`config.mk`:
```
export PLATFORM = sky130hd
export DESIGN_NAME = r30_entropy_stream
export DESIGN_NICKNAME = d
export VERILOG_FILES = /design/src/rtl/r30_entropy_stream.sv
export SDC_FILE = /design/constraint.sdc
export NUM_CORES = 1
export LEC_CHECK = 0
export BUFFER_PORTS_ARGS = -buffer_cell sky130_fd_sc_hd__buf_4
export CAP_MARGIN = 10
export CELL_PAD_IN_SITES_DETAIL_PLACEMENT = 1
export CELL_PAD_IN_SITES_GLOBAL_PLACEMENT = 1
export CORE_ASPECT_RATIO = 0.6
export CORE_MARGIN = 4
export CORE_UTILIZATION = 41
export CTS_CLUSTER_DIAMETER = 200
export DETAILED_ROUTE_END_ITERATION = 12
export PLACE_DENSITY_LB_ADDON = 0.1
export SLEW_MARGIN = 20
export SYNTH_ARGS = -nofsm -noshare
export SYNTH_HDL_FRONTEND = slang
export SYNTH_SLANG_ARGS = --single-unit
```
`constraint.sdc`:
```
create_clock -name clk -period 11.9 [get_ports clk]
set_input_delay 2.38 -clock clk [delete_from_list [all_inputs] [get_ports clk]]
set_output_delay 2.38 -clock clk [all_outputs]
set_load 0.02 [all_outputs]
```
`src/rtl/r30_entropy_stream.sv`:
```
// r30_entropy_stream
// Elementary cellular-automaton entropy source. An N-cell periodic ring is
// stepped under a programmable 8-bit Wolfram rule (Rule 30 after reset).
// After a seed is loaded, WARMUP steps are discarded. The ring then samples
// cell TAP once per step, packs W samples into a word, and offers that word
// on a valid/ready stream.
//
// Ports:
//   clk        rising-edge clock
//   rst        asynchronous active-high reset
//   seed_valid seed offer
//   seed_ready seed acceptance (low only while a word is pending)
//   seed       initial cell state (all-zero is replaced by a centre one-hot)
//   rule       rule table, captured only when a seed is accepted
//   out_valid  a word is available
//   out_ready  consumer accepts the word
//   out_data   entropy word; the first sampled bit lands in the MSB
module r30_entropy_stream #(
  parameter int          N            = 128,
  parameter int          W            = 32,
  parameter int          TAP          = N / 2,
  parameter int          WARMUP       = 64,
  parameter logic [7:0]  RULE_DEFAULT = 8'd30
) (
  input  logic         clk,
  input  logic         rst,
  input  logic         seed_valid,
  output logic         seed_ready,
  input  logic [N-1:0] seed,
  input  logic [7:0]   rule,
  output logic         out_valid,
  input  logic         out_ready,
  output logic [W-1:0] out_data
);

  localparam int WCW = (WARMUP < 1) ? 1 : $clog2(WARMUP + 1);
  localparam int BCW = $clog2(W + 1);
  localparam logic [WCW-1:0] WARM_LAST = (WARMUP == 0) ? '0 : WCW'(WARMUP - 1);
  localparam logic [BCW-1:0] BIT_LAST  = BCW'(W - 1);
  // An all-zero ring is a fixed point for many rules, so a zero seed is
  // replaced by a single live cell in the middle of the ring.
  localparam logic [N-1:0] CENTER_ONE_HOT = {{(N-1){1'b0}}, 1'b1} << (N / 2);

  typedef enum logic [1:0] {
    IDLE = 2'd0,
    WARM = 2'd1,
    FILL = 2'd2,
    EMIT = 2'd3
  } state_t;

  state_t         state_r;
  logic [N-1:0]   cells_r;
  logic [7:0]     rule_r;
  logic [W-1:0]   sr_r;
  logic [WCW-1:0] warm_cnt_r;
  logic [BCW-1:0] bit_cnt_r;

  logic [N-1:0]   cells_step_s;
  logic [N-1:0]   seed_load_s;
  logic [W:0]     sr_shift_s;
  logic           seed_accept_s;

  // Next ring state: each cell looks up the rule with its {left, self, right}
  // neighbourhood, wrapping at both ends of the ring.
  for (genvar i = 0; i < N; i++) begin : g_cell
    localparam int LEFT  = (i + 1) % N;
    localparam int RIGHT = (i + N - 1) % N;
    assign cells_step_s[i] = rule_r[{cells_r[LEFT], cells_r[i], cells_r[RIGHT]}];
  end

  assign seed_load_s   = (seed == '0) ? CENTER_ONE_HOT : seed;
  // The extra top bit simply falls off, which also covers W == 1.
  assign sr_shift_s    = {sr_r, cells_r[TAP]};
  assign seed_accept_s = seed_valid && seed_ready;
  assign out_data      = sr_r;

  // Control FSM together with the ring, shift register and counters.
  always_ff @(posedge clk or posedge rst) begin
    if (rst) begin
      state_r    <= IDLE;
      cells_r    <= '0;
      rule_r     <= RULE_DEFAULT;
      sr_r       <= '0;
      warm_cnt_r <= '0;
      bit_cnt_r  <= '0;
      out_valid  <= 1'b0;
      seed_ready <= 1'b1;
    end else if (seed_accept_s) begin
      // A seed restarts everything. Any partial warm-up or partial word is
      // dropped. A pending word cannot be dropped here, because seed_ready
      // is low in EMIT.
      cells_r    <= seed_load_s;
      rule_r     <= rule;
      sr_r       <= '0;
      warm_cnt_r <= '0;
      bit_cnt_r  <= '0;
      out_valid  <= 1'b0;
      seed_ready <= 1'b1;
      state_r    <= (WARMUP == 0) ? FILL : WARM;
    end else begin
      case (state_r)
        IDLE: begin
          seed_ready <= 1'b1;
        end
        WARM: begin
          cells_r <= cells_step_s;
          if (warm_cnt_r == WARM_LAST) begin
            warm_cnt_r <= '0;
            state_r    <= FILL;
          end else begin
            warm_cnt_r <= warm_cnt_r + WCW'(1);
          end
        end
        FILL: begin
          // Sample the cells before this cycle's step.
          sr_r    <= sr_shift_s[W-1:0];
          cells_r <= cells_step_s;
          if (bit_cnt_r == BIT_LAST) begin
            bit_cnt_r  <= '0;
            state_r    <= EMIT;
            out_valid  <= 1'b1;
            seed_ready <= 1'b0;
          end else begin
            bit_cnt_r <= bit_cnt_r + BCW'(1);
          end
        end
        EMIT: begin
          if (out_ready) begin
            state_r    <= FILL;
            out_valid  <= 1'b0;
            seed_ready <= 1'b1;
          end
        end
        default: begin
          state_r    <= IDLE;
          out_valid  <= 1'b0;
          seed_ready <= 1'b1;
        end
      endcase
    end
  end

endmodule
```
==> results.env <==
STATUS='finished, final reports clean'
SWITCHINGPOWER_uW=363
GRT_PASS1_VIAS=14100
FINAL-SETUP-VIOL-COUNT=0
CTS_TREE='yes'
MULTI_INPUT_COMB_AREA_UM2=10800
MIN_PERIOD_OVER_PERIOD_PCT=38.1
DP_SLACK_NS=7.12
DETAIL_ROUTE.VIAS_PER_CELL=6.56
CTS-BUFFERS-INSERTED=17
SYN_INST=1591
SETUP-TNS-FINAL_NS=0
TIMING.CRITICAL_PATH.ARRIVAL_NS=4.93
NETLIST.TOP_CELL.BY_AREA='mux4_2'
MAX_CAP_VIOLATIONS=0
ANT_NETS=0
UTILIZATION_PCT=45.0
REG_POWER_SHARE_PCT=47.2
POWERDENSITY_nW_PER_UM2=72.8
SYNTH_ASYNC_SR_FLOP_SHARE_PCT=100
CELL_INTERNAL_PWR_uW=966
WORST_CLOCK_SKEW_NS=0.0153
MAXSLEWHEADROOM_PCT=8.92
REPORT.FINAL.HOLD_VIOL_COUNT=0
DR_ITER_0_VIOLS=1240
CLOCK_TREE.BUFFER_DEPTH=2
FLOORPLAN.INITIALDENSITY_PCT=41.6
ROUTED_WL_UM=52700
SYNTHESIS.AREA_UM2=16900
FINAL-SEQ-AREA_UM2=4650
CLOCK-SINKS=185
FRACTION_OF_FINAL_LAYOUT_CELLS_WITH_DRIVE_STRENGTH_GREATER_THAN_1_PCT=33.5
POWER.CLOCK.FRACTION_PCT=47.6
COMBPWRFRAC_PCT=5.2
POST_DRT_WL_PER_CELL_UM=25.6
POWER.SWITCHING_FRACTION_PCT=27.3
VDD_IR_DROP_MAX_mV=0.0894
GP_ROUTABILITY_CONGESTION=0.760
SYNTH_SEQ_CELLS=185
DRTPASS1ITERATIONS=5
SYNTHESIS.YOSYS.WARNINGS=0
VIAS=13500
POST_CTS_HOLD_BUFFER_COUNT=0
FLOORPLAN_DIE_AREA_UM2=44600
SYNTH.DISTINCT_CELLS=41
RSZ0062_AT_GRT='false'
SYNTH-EDFF-COUNT=0
WORSTSETUPENDPOINTTYPE='flip-flop'
POWER.STATIC_LEAKAGE_uW=0.00745
SYNTHESIS.NETS=1737
LEAST_SETUP_SLACK_ACROSS_ALL_PATHS_AFTER_LAYOUT_NS=7.37
AREA_GROWTH_PCT=8.10
OVERFLOW=0
CTS.ROOT.BUFFER_CELL='clkbuf_16'
CTS-RESIZED-GATES=0
SYNTHESIS.AREA_PER_INSTANCE_UM2=10.6
CLKTRANSATPATHREGS_NS=0.09
MAXIMUM_NUMBER_OF_PINS_ON_ONE_NET_BEFORE_GLOBAL_ROUTE_REPAIR=187
FINALCRITICALPERIOD_NS=4.53
SYNTHFLOPTYPE='dfrtp_1'
DESIGN.PORTCOUNT=174
NETS=1654
SYNTH_TOP_CELL_AREA_SHARE_PCT=27.7
GLOBAL_ROUTE_WIRE_LENGTH_BEFORE_REPAIR_UM=84500
DRC=0
ANTENNA_FOUND_INITIAL=4
TRACK_USAGE_PCT=23.7
COREAREA_UM2=40600
FILLERS=4296
YS_SEQ_AREA_SHARE_PCT=27.4
CTS.HTREE.LEVELS=4
FINALMAXSLEWVIOLATIONS=0
TIMING.CRITICAL_PATH.FROM_TYPE='primary input'
CLK_LATENCY_NS=0.47
FP-ROW-COUNT=57
CHIPHEIGHT_UM=165
CRITICAL_PATH_PEAK_FANOUT=2
TIMING.HOLD.WORST.CLASS='reg -> reg'
PLACEMENT.IO_BUFFERS=173
DPL.HPWL_UM=30900
POST_CTS.REPAIR.SETUP_BUFFERS=0
WORST_SLEW_PIN_SLEW_NS=1.35
CP_DATA_REQUIRED_TIME_NS=12.29
CLASS_OF_THE_MOST_CRITICAL_SETUP_PATH='in -> reg'
CHIPWIDTH_UM=270
MAX_CLOCK_FREQ_GHz=0.221
SYNTHTOPCELLSBYAREA='mux4_2, dfrtp_1, mux2i_1'
==> metrics by stage <==
stage | power, uW | instance area [um^2] | hold slack, ns | instances
after detailed placement | 711 | 17600 | 0.498 | 2019
after CTS | 1340 | 18200 | 0.510 | 2051
after global placement | 711 | 17600 | 0.492 | 2019
final | 1330 | 18300 | 0.509 | 2055
after floorplan | 652 | 16900 | 0.449 | 1591
after global routing | 1370 | 18300 | 0.523 | 2055
==> placed cells by master, fill, tap and decap left out, types with 3 or more instances in the layout <==
cell	instances
inv_6	3
clkinv_8	5
nor2_1	112
inv_1	5
nor4_1	34
dfrtp_1	176
o31ai_1	62
buf_4	188
a211oi_1	3
nand3_1	47
ha_1	4
clkbuf_16	17
o211ai_1	7
dfstp_4	3
nor3b_1	44
inv_8	5
nand4_1	12
a2111oi_0	44
diode_2	3
a21oi_1	86
o21ai_1	49
a31oi_1	3
mux2i_1	102
dfrtp_2	3
nand2_1	95
o21ai_0	5
xor2_1	4
mux2_2	63
and3b_1	61
a21o_1	46
mux4_2	208
==> power groups by stage <==
| stage | clock network, uW | registers [uW] | logic (uW) |
|---|---|---|---|
| after floorplan | 0 | 641 | 11.5 |
| after global placement | 0 | 640 | 70.7 |
| after detailed placement | 0 | 640 | 70.3 |
| after CTS | 646 | 628 | 70.6 |
| after global routing | 670 | 628 | 74.5 |
| final | 632 | 628 | 68.7 |
==> cells by family (layout without fill, tap and decap cells) <==
kind of cell    Yosys count  after routing  share of synthesized area, %
simple gates            413            413                          13.1
fa+ha+maj                 6              6                         0.444
mux                     373            373                          38.0
compound gates          312            312                          12.2
buf+inv                 298            228                          8.63
xor+xnor                  4              4                         0.207
flops                   185            185                          27.4
other cells               0              3                             0
==> worst paths after layout <==
path                                     from       endpoint  slack (ns)  depth (start not counted)
worst max register to register     state_r[1]   cells_r[123]        7.91                          8
worst max-delay path                 seed[12]    cells_r[64]        7.37                          6
worst min-delay path            warm_cnt_r[5]  warm_cnt_r[5]        0.51                          1
worst min register to register  warm_cnt_r[5]  warm_cnt_r[5]        0.51                          1
min in group asynchronous                 rst    cells_r[15]        1.99                          2
max in group asynchronous                 rst      rule_r[7]        7.77                          4
==> metal layers <==
metal	vias up	GRT usage (%)	wire length [um]
met4	2	6.01	872
met5	-	0.658	41
met2	352	36.8	24600
met1	7200	34.6	24400
met3	36	3.96	2760
li1	5892	-	-
==> cell usage after synthesis, types with 34 or more instances <==
cell       count
nor2_1       112
o31ai_1       62
a21oi_1       86
nor3b_1       44
buf_2        107
o21ai_1       49
nand3_1       47
nor4_1        34
mux2_2        63
mux4_2       208
mux2i_1      102
nand2_1       96
and3b_1       61
dfrtp_1      180
a2111oi_0     44
clkbuf_1     116
a21o_1        46
clkbuf_2      41
==> registers in the layout (all words and copies together), names as in the netlist <==
| register | flops |
|---|---|
| seed_ready | 1 |
| cells_r | 128 |
| bit_cnt_r | 6 |
| state_r | 2 |
| warm_cnt_r | 7 |
| out_valid | 1 |
| rule_r | 8 |
| out_data | 32 |
==> cell type report <==
class,count,share of cell area [%]
antenna,3,0.0411
clock buffer,17,2.33
clock inverter,15,1.10
inverter,6,0.164
multi-input combinational,1108,59.2
sequential,185,25.5
tap,531,3.64
timing repair buffer,190,7.99
==> worst max-delay path, cell delays in order <==
cell	delay, ns
buf_4	0.11
nor4_1	1.11
nand4_1	0.39
nor4_1	0.64
a211oi_1	0.17
nor2_1	0.11
Note: power is estimated with default switching activity, not from simulation.
